### src/rtl/mips_pkg.sv
// Shared definitions for the multicycle MIPS core: PC-stage states, opcodes,
// reset PC and the branch-offset helper.
package mips_pkg;

    typedef enum logic [1:0] {
        S_SEQ     = 2'd0,
        S_RESOLVE = 2'd1,
        S_ARMED   = 2'd2
    } pc_state_e;

    localparam logic [5:0]  OP_J             = 6'h02;
    localparam logic [5:0]  OP_BGTZ          = 6'h07;
    localparam logic [31:0] DEFAULT_RESET_PC = 32'h0000_0000;

    // Sign-extended word offset of a conditional branch.
    function automatic logic [31:0] br_offset(input logic [15:0] imm);
        return {{14{imm[15]}}, imm, 2'b00};
    endfunction

endpackage

### src/rtl/pc_target_calc.sv
// Combinational jump/branch target generation from pc+4 and the instruction.
module pc_target_calc
    import mips_pkg::*;
(
    input  logic [31:0] pc_plus4,
    input  logic [31:0] ir,
    output logic [31:0] j_tgt,
    output logic [31:0] b_tgt
);

    // The opcode is decoded by the control FSM; only the immediate fields matter here.
    logic unused_opcode;
    assign unused_opcode = ^ir[31:26];

    assign j_tgt = {pc_plus4[31:28], ir[25:0], 2'b00};
    assign b_tgt = pc_plus4 + br_offset(ir[15:0]);

endmodule

### src/rtl/pc_next_unit.sv
// Program-counter stage: captures J/BGTZ redirects and commits the next PC once
// per pcen rising edge. Define PC_TRACE_EN to add the saturating redirect_cnt port.
module pc_next_unit
    import mips_pkg::*;
#(
    parameter logic [31:0] RESET_PC = DEFAULT_RESET_PC
`ifdef PC_TRACE_EN
    ,
    parameter int unsigned CNT_W = 16
`endif
) (
    input  logic        clk,
    input  logic        rst_n,
    input  logic        pcen,
    input  logic        need_jmp,
    input  logic        bor_j,
    input  logic        alu_gtz,
    input  logic [31:0] ir,
    output logic [31:0] pc,
    output logic [31:0] pc_plus4,
    output logic        redirect,
    output logic        pending
`ifdef PC_TRACE_EN
    ,
    output logic [CNT_W-1:0] redirect_cnt
`endif
);

    // Protocol: need_jmp is a one-cycle request (bor_j qualifies it) accepted only
    // in S_SEQ; pcen is level-held by the FSM and only its rising edge commits.
    pc_state_e   state_q, state_d;
    logic [31:0] pc_q, pc_d;
    logic [31:0] tgt_q, tgt_d;
    logic        redirect_q, redirect_d;
    logic        pcen_q;
    logic        commit;
    logic [31:0] j_tgt, b_tgt;

    assign pc_plus4 = pc_q + 32'd4;
    assign commit   = pcen & ~pcen_q;

    pc_target_calc u_target_calc (
        .pc_plus4 (pc_plus4),
        .ir       (ir),
        .j_tgt    (j_tgt),
        .b_tgt    (b_tgt)
    );

    always_comb begin
        state_d    = state_q;
        pc_d       = pc_q;
        tgt_d      = tgt_q;
        redirect_d = 1'b0;
        case (state_q)
            S_SEQ: begin
                // A request coinciding with a commit is still captured; it applies next commit.
                if (need_jmp) begin
                    tgt_d   = bor_j ? b_tgt : j_tgt;
                    state_d = bor_j ? S_RESOLVE : S_ARMED;
                end
                if (commit) pc_d = pc_plus4;
            end
            S_RESOLVE: begin
                if (commit) begin
                    pc_d       = alu_gtz ? tgt_q : pc_plus4;
                    redirect_d = alu_gtz;
                    state_d    = S_SEQ;
                end else begin
                    state_d = alu_gtz ? S_ARMED : S_SEQ;
                end
            end
            S_ARMED: begin
                if (commit) begin
                    pc_d       = tgt_q;
                    redirect_d = 1'b1;
                    state_d    = S_SEQ;
                end
            end
            default: state_d = S_SEQ;
        endcase
    end

    // pcen_q resets high so a pcen held through reset is not seen as an edge.
    always_ff @(posedge clk or negedge rst_n) begin
        if (!rst_n) begin
            state_q    <= S_SEQ;
            pc_q       <= RESET_PC;
            tgt_q      <= 32'd0;
            redirect_q <= 1'b0;
            pcen_q     <= 1'b1;
        end else begin
            state_q    <= state_d;
            pc_q       <= pc_d;
            tgt_q      <= tgt_d;
            redirect_q <= redirect_d;
            pcen_q     <= pcen;
        end
    end

    assign pc       = pc_q;
    assign redirect = redirect_q;
    assign pending  = (state_q != S_SEQ);

`ifdef PC_TRACE_EN
    logic [CNT_W-1:0] cnt_q, cnt_d;

    always_comb begin
        cnt_d = cnt_q;
        if (redirect_q && (cnt_q != {CNT_W{1'b1}})) cnt_d = cnt_q + 1'b1;
    end

    always_ff @(posedge clk or negedge rst_n) begin
        if (!rst_n) cnt_q <= '0;
        else        cnt_q <= cnt_d;
    end

    assign redirect_cnt = cnt_q;
`endif

endmodule

### config.mk
export PLATFORM = sky130hd
export DESIGN_NAME = pc_next_unit
export DESIGN_NICKNAME = d
export VERILOG_FILES = /design/src/rtl/mips_pkg.sv /design/src/rtl/pc_target_calc.sv /design/src/rtl/pc_next_unit.sv
export SDC_FILE = /design/constraint.sdc
export NUM_CORES = 1
export LEC_CHECK = 0
export CAP_MARGIN = 40
export CORE_UTILIZATION = 53
export CTS_CLUSTER_SIZE = 14
export DETAILED_ROUTE_END_ITERATION = 6
export PLACE_DENSITY = 0.8
export SLEW_MARGIN = 20
export SYNTH_ARGS = -nofsm -noshare
export SYNTH_HDL_FRONTEND = slang
export SYNTH_HIERARCHICAL = 1
export SYNTH_SLANG_ARGS = --single-unit
### constraint.sdc
create_clock -name clk -period 4.1 [get_ports clk]
set_input_delay 0.82 -clock clk [delete_from_list [all_inputs] [get_ports clk]]
set_output_delay 0.82 -clock clk [all_outputs]
set_load 0.005 [all_outputs]
==> results.toml, run 1 <==
[sta]
rsz0062_at_grt = "no"
worst_slew_pin_slew_ns = 0.6155
hold_violations = 0
fin_crit_sh = 0.9536
drv_slew = 0
setup_viol_count_final = 0
fmax_mhz = 255.8
clock_skew_ns = 0.007979
finalSetupTns_ns = 0
slew_headroom = 0.5897
period_minus_slack_ns = 3.910

[cells_and_area]
antenna-diode-count = 0
drive_above_1_share = 0.09843
syn_to_final_growth_pct = 19.43
nets = 829
fill_cells = 914
fin_cells = 902

[critical_path]
required_ns = 4.32
reg2reg_slack_ns = 0.19
critPathSlowestCell = "dfrtp_1"
crit_start = "pc[4]"
crit_fanout = 8
worstReg2RegEnd = "tgt_q[28]"
crit_chain = "nand3_2, buf_4, nor4_2, nand3_1, xnor2_1, ha_1, a21oi_1, o21ai_0, o21ai_0, o21ai_2, o311a_1, mux2i_1, a21oi_1"
start_kind = "flop"
crit_path_end_kind = "flop"
reg2reg_depth = 13
cpPeakStageDelay_ns = 0.51
critPathKind = "flop to flop"
worstPathArrival_ns = 4.13
r2r_start = "pc[4]"

[drt]
dr.first_iter.drc_count = 447
ant_nets = 0
drc = 0
firstDrtPassIters = 5
totalWireLength_mm = 16.08
via_count = 5520
avgRoutedWirePerCell_um = 17.82
vias_per_cell = 6.120

[clock_network]
clk_pin_slew_worst_paths_ns = 0.08
cts-htree-levels = 3
clock-root-buffer = "clkbuf_8"
cts_tree = "built"
clk_latency_ns = 0.34
cts_buffers = 9
cts_max_path_buffers = 2
cts.sinks = 68
cts_hold_buf = 0

[global_route]
grt-ovfl-total = 0
first_global_vias = 5186
grt_max_degree = 49
grt_antenna_before_repair = 0
gr-usage-all-layers = 0.2883
grt_pass1_wl_mm = 25.96

[synthesis]
yosysSeqAreaShare = 0.2906
async_reset_ff_frac = 1.000
yosysUniqueCellTypes = 80
synth_warnings = 6
synth-seq-cells = 68
syn-cell-area_um2 = 5859
yosysMostFrequentCell = "a21oi_1"
synth_top_cell_by_area = "dfrtp_1"
synth_area_leaders = "dfrtp_1 29%, ha_1 7.0%, a21oi_1 6.3%"
avgSynthCellArea_um2 = 8.455
synth_enable_flop_cells = 0
synthFlopType = "dfrtp_1"
synth_top_area_share = 0.2861
netlist_instances = 693
netlist_top_cells_count = "74 x a21oi_1, 68 x nor2_1, 67 x dfrtp_1"

[placement]
portBuffers = 97
dp.cells = 884
place_congestion = 0.9552
hpwl_mm = 12.13

[die]
io_pins = 104
fp.dieH_um = 107.1
start_util = 0.5429
die_w_um = 107.1
dieArea_um2 = 11480
core_um2 = 10790
num_rows = 38

[power]
vdd_drop_max_uv = 458.7
power_density_nw_per_um2 = 730.4
p_leak_nw = 3.016

[status]
outcome = "finished, final reports clean"

[job]
maxCapViolations = 0

[hold_path]
min_path_type = "primary input to async pin"
## cell families (layout without fill, tap and decap cells)
logic type | Yosys count | in the layout | share of synthesized area
xor gates and xnor gates | 52 | 52 | 0.07773
AOI/OAI and AO/OA | 206 | 206 | 0.2298
other | 1 | 2 | 0.0006400
DFF | 68 | 68 | 0.2906
muxes | 34 | 34 | 0.05808
adders and majority gates | 34 | 34 | 0.07389
and+or+nand+nor | 206 | 206 | 0.1796
buffers and inverters | 92 | 160 | 0.08969
## layout by cell type, fill, tap and decap left out, drive strengths merged, types with 6 or more instances in the layout
cell type and n:
mux2i 34, xnor2 31, and2 6, o21ai 43, a21oi 76, and3 10, and4 6, inv 23
clkdlybuf4s50 95, ha 33, dfrtp 67, nor2 68, xor2 21, a22oi 9, nor3 11, clkbuf 12
nand4 16, buf 26, a21o 16, nand2 49, nand3 15
## power breakdown
part / switching, mW / internal, mW
Clock: 0.253 / 0.312
Sequential: 0.324 / 0.964
Combinational: 1.73 / 1.53
## cell type report
cell class,instances,area (µm²),share of cell area
inverter,23,86.33,0.01234
clock inverter,4,47.55,0.006794
clock buffer,12,155.1,0.02217
tap,140,175.2,0.02503
timing repair buffer,121,1174,0.1677
multi-input combinational,534,3657,0.5226
sequential,68,1703,0.2433
## routing by layer
metal	part of all wire	global-route usage	wire length (µm)
met1	0.45	0.4020	7166
met2	0.47	0.4627	7609
met3	0.060	0.03404	960
met4	0.021	0.09785	341
met5	0	0	0
## registers in the layout (all words and copies together) (netlist names)
| signal | cells |
|---|---|
| pc | 32 |
| pcen_q | 1 |
| redirect | 1 |
| state_q | 2 |
| tgt_q | 32 |
## per-stage QoR
step / power [mW] / util / setup slack [ns] / hold slack [ns] / instance area [µm²]
final: 5.112 / 0.6484 / 0.1903 / 0.4731 / 6998
after global placement: 4.366 / 0.6233 / 0.2322 / 0.4605 / 6728
after CTS: 5.061 / 0.6447 / 0.2215 / 0.4776 / 6958
after floorplan: 3.367 / - / 0.6428 / 0.4487 / 5863
after global routing: 5.512 / 0.6484 / 0.03932 / 0.4962 / 6998
after detailed placement: 4.474 / 0.6259 / 0.1130 / 0.4673 / 6755
## timing repair
item                       in CTS  in global routing
setup buffers                   0                  1
resized for setup               0                  3
hold endpoints to repair        0                  0
setup endpoints to repair       0                  2
## worst max path at each step
stage                 to  slack [ns]  cells past startpoint
6_report       tgt_q[28]        0.19                     13
5_1_grt        tgt_q[28]        0.04                     16
4_1_cts        tgt_q[28]        0.22                     13
3_5_place_dp   tgt_q[28]        0.11                     12
3_3_place_gp   tgt_q[28]        0.23                     12
2_1_floorplan  tgt_q[30]        0.64                     15
## worst max-delay path, delay by kind of cell, from the launching register on
kind | cells | cell delay (ns)
compound gates | 6 | 1.52
xor+xnor | 1 | 0.36
fa+ha+maj | 1 | 0.39
buf+inv | 1 | 0.19
flops | 1 | 0.51
mux | 1 | 0.18
simple gates | 3 | 0.67
(Power assumes the default switching activity.)
==> run 2: changes to the inputs <==
Settings changed: ABC_CLOCK_PERIOD_IN_PS from default to 4100, CORE_MARGIN from default to 2.
==> results.toml, run 2 (synthesized netlist as in run 1, its figures left out) <==
[status]
outcome = "finished, final reports clean"

[clock_network]
clk_latency_ns = 0.35
post-cts-setup-buffers = 0
cts.sinks = 68
cts_buffers = 9
cts_hold_buf = 0
cts_resized = 0
cts_max_path_buffers = 2
clk_pin_slew_worst_paths_ns = 0.07
cts-htree-levels = 3
cts_tree = "built"
clock-root-buffer = "clkbuf_8"

[drt]
firstDrtPassIters = 6
drc = 0
vias_per_cell = 6.281
avgRoutedWirePerCell_um = 18.43
totalWireLength_mm = 16.54
ant_nets = 0
dr.first_iter.drc_count = 531
via_count = 5634

[power]
vdd_drop_max_uv = 313.9
power_density_nw_per_um2 = 727.6
p_total_mw = 5.063
p_leak_nw = 2.986

[cells_and_area]
drive_above_1_share = 0.1017
final_common_cell = "clkdlybuf4s50_1"
syn_to_final_growth_pct = 18.77
nets = 825
antenna-diode-count = 0
multi_input_area_um2 = 3701
fin_util = 0.6448
seqCellArea_um2 = 1704
fill_cells = 894
final_cell_mix = "95 x clkdlybuf4s50_1, 73 x a21oi_1, 68 x nor2_1"

[sta]
rsz0062_at_grt = "yes"
setup_viol_count_final = 0
clock_skew_ns = 0.006253
fin_crit_sh = 0.9410
worst_slack_ns = 0.2419
slew_headroom = 0.5170
whs_ns = 0.4442
finalSetupTns_ns = 0
fmax_mhz = 259.2
worst_slew_pin_slew_ns = 0.7246
hold_violations = 0
period_minus_slack_ns = 3.858
drv_slew = 0

[die]
num_rows = 38
core_um2 = 10790
start_util = 0.5429
dieArea_um2 = 11910
io_pins = 104
die_w_um = 109.1
fp.dieH_um = 109.1

[global_route]
grt_antenna_before_repair = 0
grt_pass1_wl_mm = 26.72
gr-usage-all-layers = 0.2885
grt-ovfl-total = 0
first_global_vias = 5317
grt_max_degree = 47

[placement]
place_congestion = 1.017
hpwl_mm = 12.31
place_ws_ns = 0.1901
portBuffers = 97

[critical_path]
start_kind = "flop"
worstPathArrival_ns = 4.05
critPathKind = "flop to flop"
crit_fanout = 7
crit_path_end_kind = "flop"
required_ns = 4.29

[hold_path]
min_path_type = "primary input to async pin"

[job]
maxCapViolations = 0
[run 2: worst max-delay path, cell delays in order, from the launching register on]
cell      delay, ns
dfrtp_1        0.42
ha_2           0.28
nand4_1        0.16
buf_4          0.19
nor4_1         0.25
buf_4          0.20
xor2_1         0.08
ha_1           0.41
nand4_1        0.20
o21ai_0        0.28
o22ai_2        0.15
and3_1         0.19
a21oi_1        0.36
a221oi_2       0.13
xnor2_1        0.15
mux2i_1        0.14
a21oi_1        0.10
[run 2: through the flow]
step / area [µm²] / instances
final: 6959 / 897
after global routing: 6959 / 897
after CTS: 6902 / 897
after detailed placement: 6733 / 882
after global placement: 6713 / 881
after floorplan: 5863 / 694
[run 2: area by class of cell]
class	count	area share
Sequential cell	68	0.2449
Clock buffer	13	0.02283
Clock inverter	2	0.001438
Timing Repair Buffer	117	0.1615
Multi-Input combinational cell	534	0.5318
Inverter	23	0.01241
Tap cell	140	0.02517
[run 2: final timing paths]
check                                from         to  slack, ns  depth (start not counted)
worst max-delay path                pc[3]  tgt_q[29]       0.24                         16
worst min-delay path                rst_n   tgt_q[9]       0.44                          1
worst max register to register      pc[3]  tgt_q[29]       0.24                         16
worst min register to register  tgt_q[22]     pc[22]       0.51                          1
max in group asynchronous           rst_n     pc[14]       2.63                          2
min in group clk                tgt_q[22]     pc[22]       0.51                          1
[run 2: metal layers]
layer | share of wire | vias to the layer above | GRT usage
met5 | 0 | - | 0
met2 | 0.48 | 252 | 0.4694
met3 | 0.064 | 46 | 0.03527
met4 | 0.031 | 0 | 0.1227
li1 | - | 2595 | -
met1 | 0.42 | 2741 | 0.3873
[run 2: power by group]
part | leakage, nW | internal (mW) | switching (mW)
logic | 2.09 | 1.52 | 1.77
registers | 0.803 | 0.966 | 0.315
clock network | 0.0893 | 0.248 | 0.249
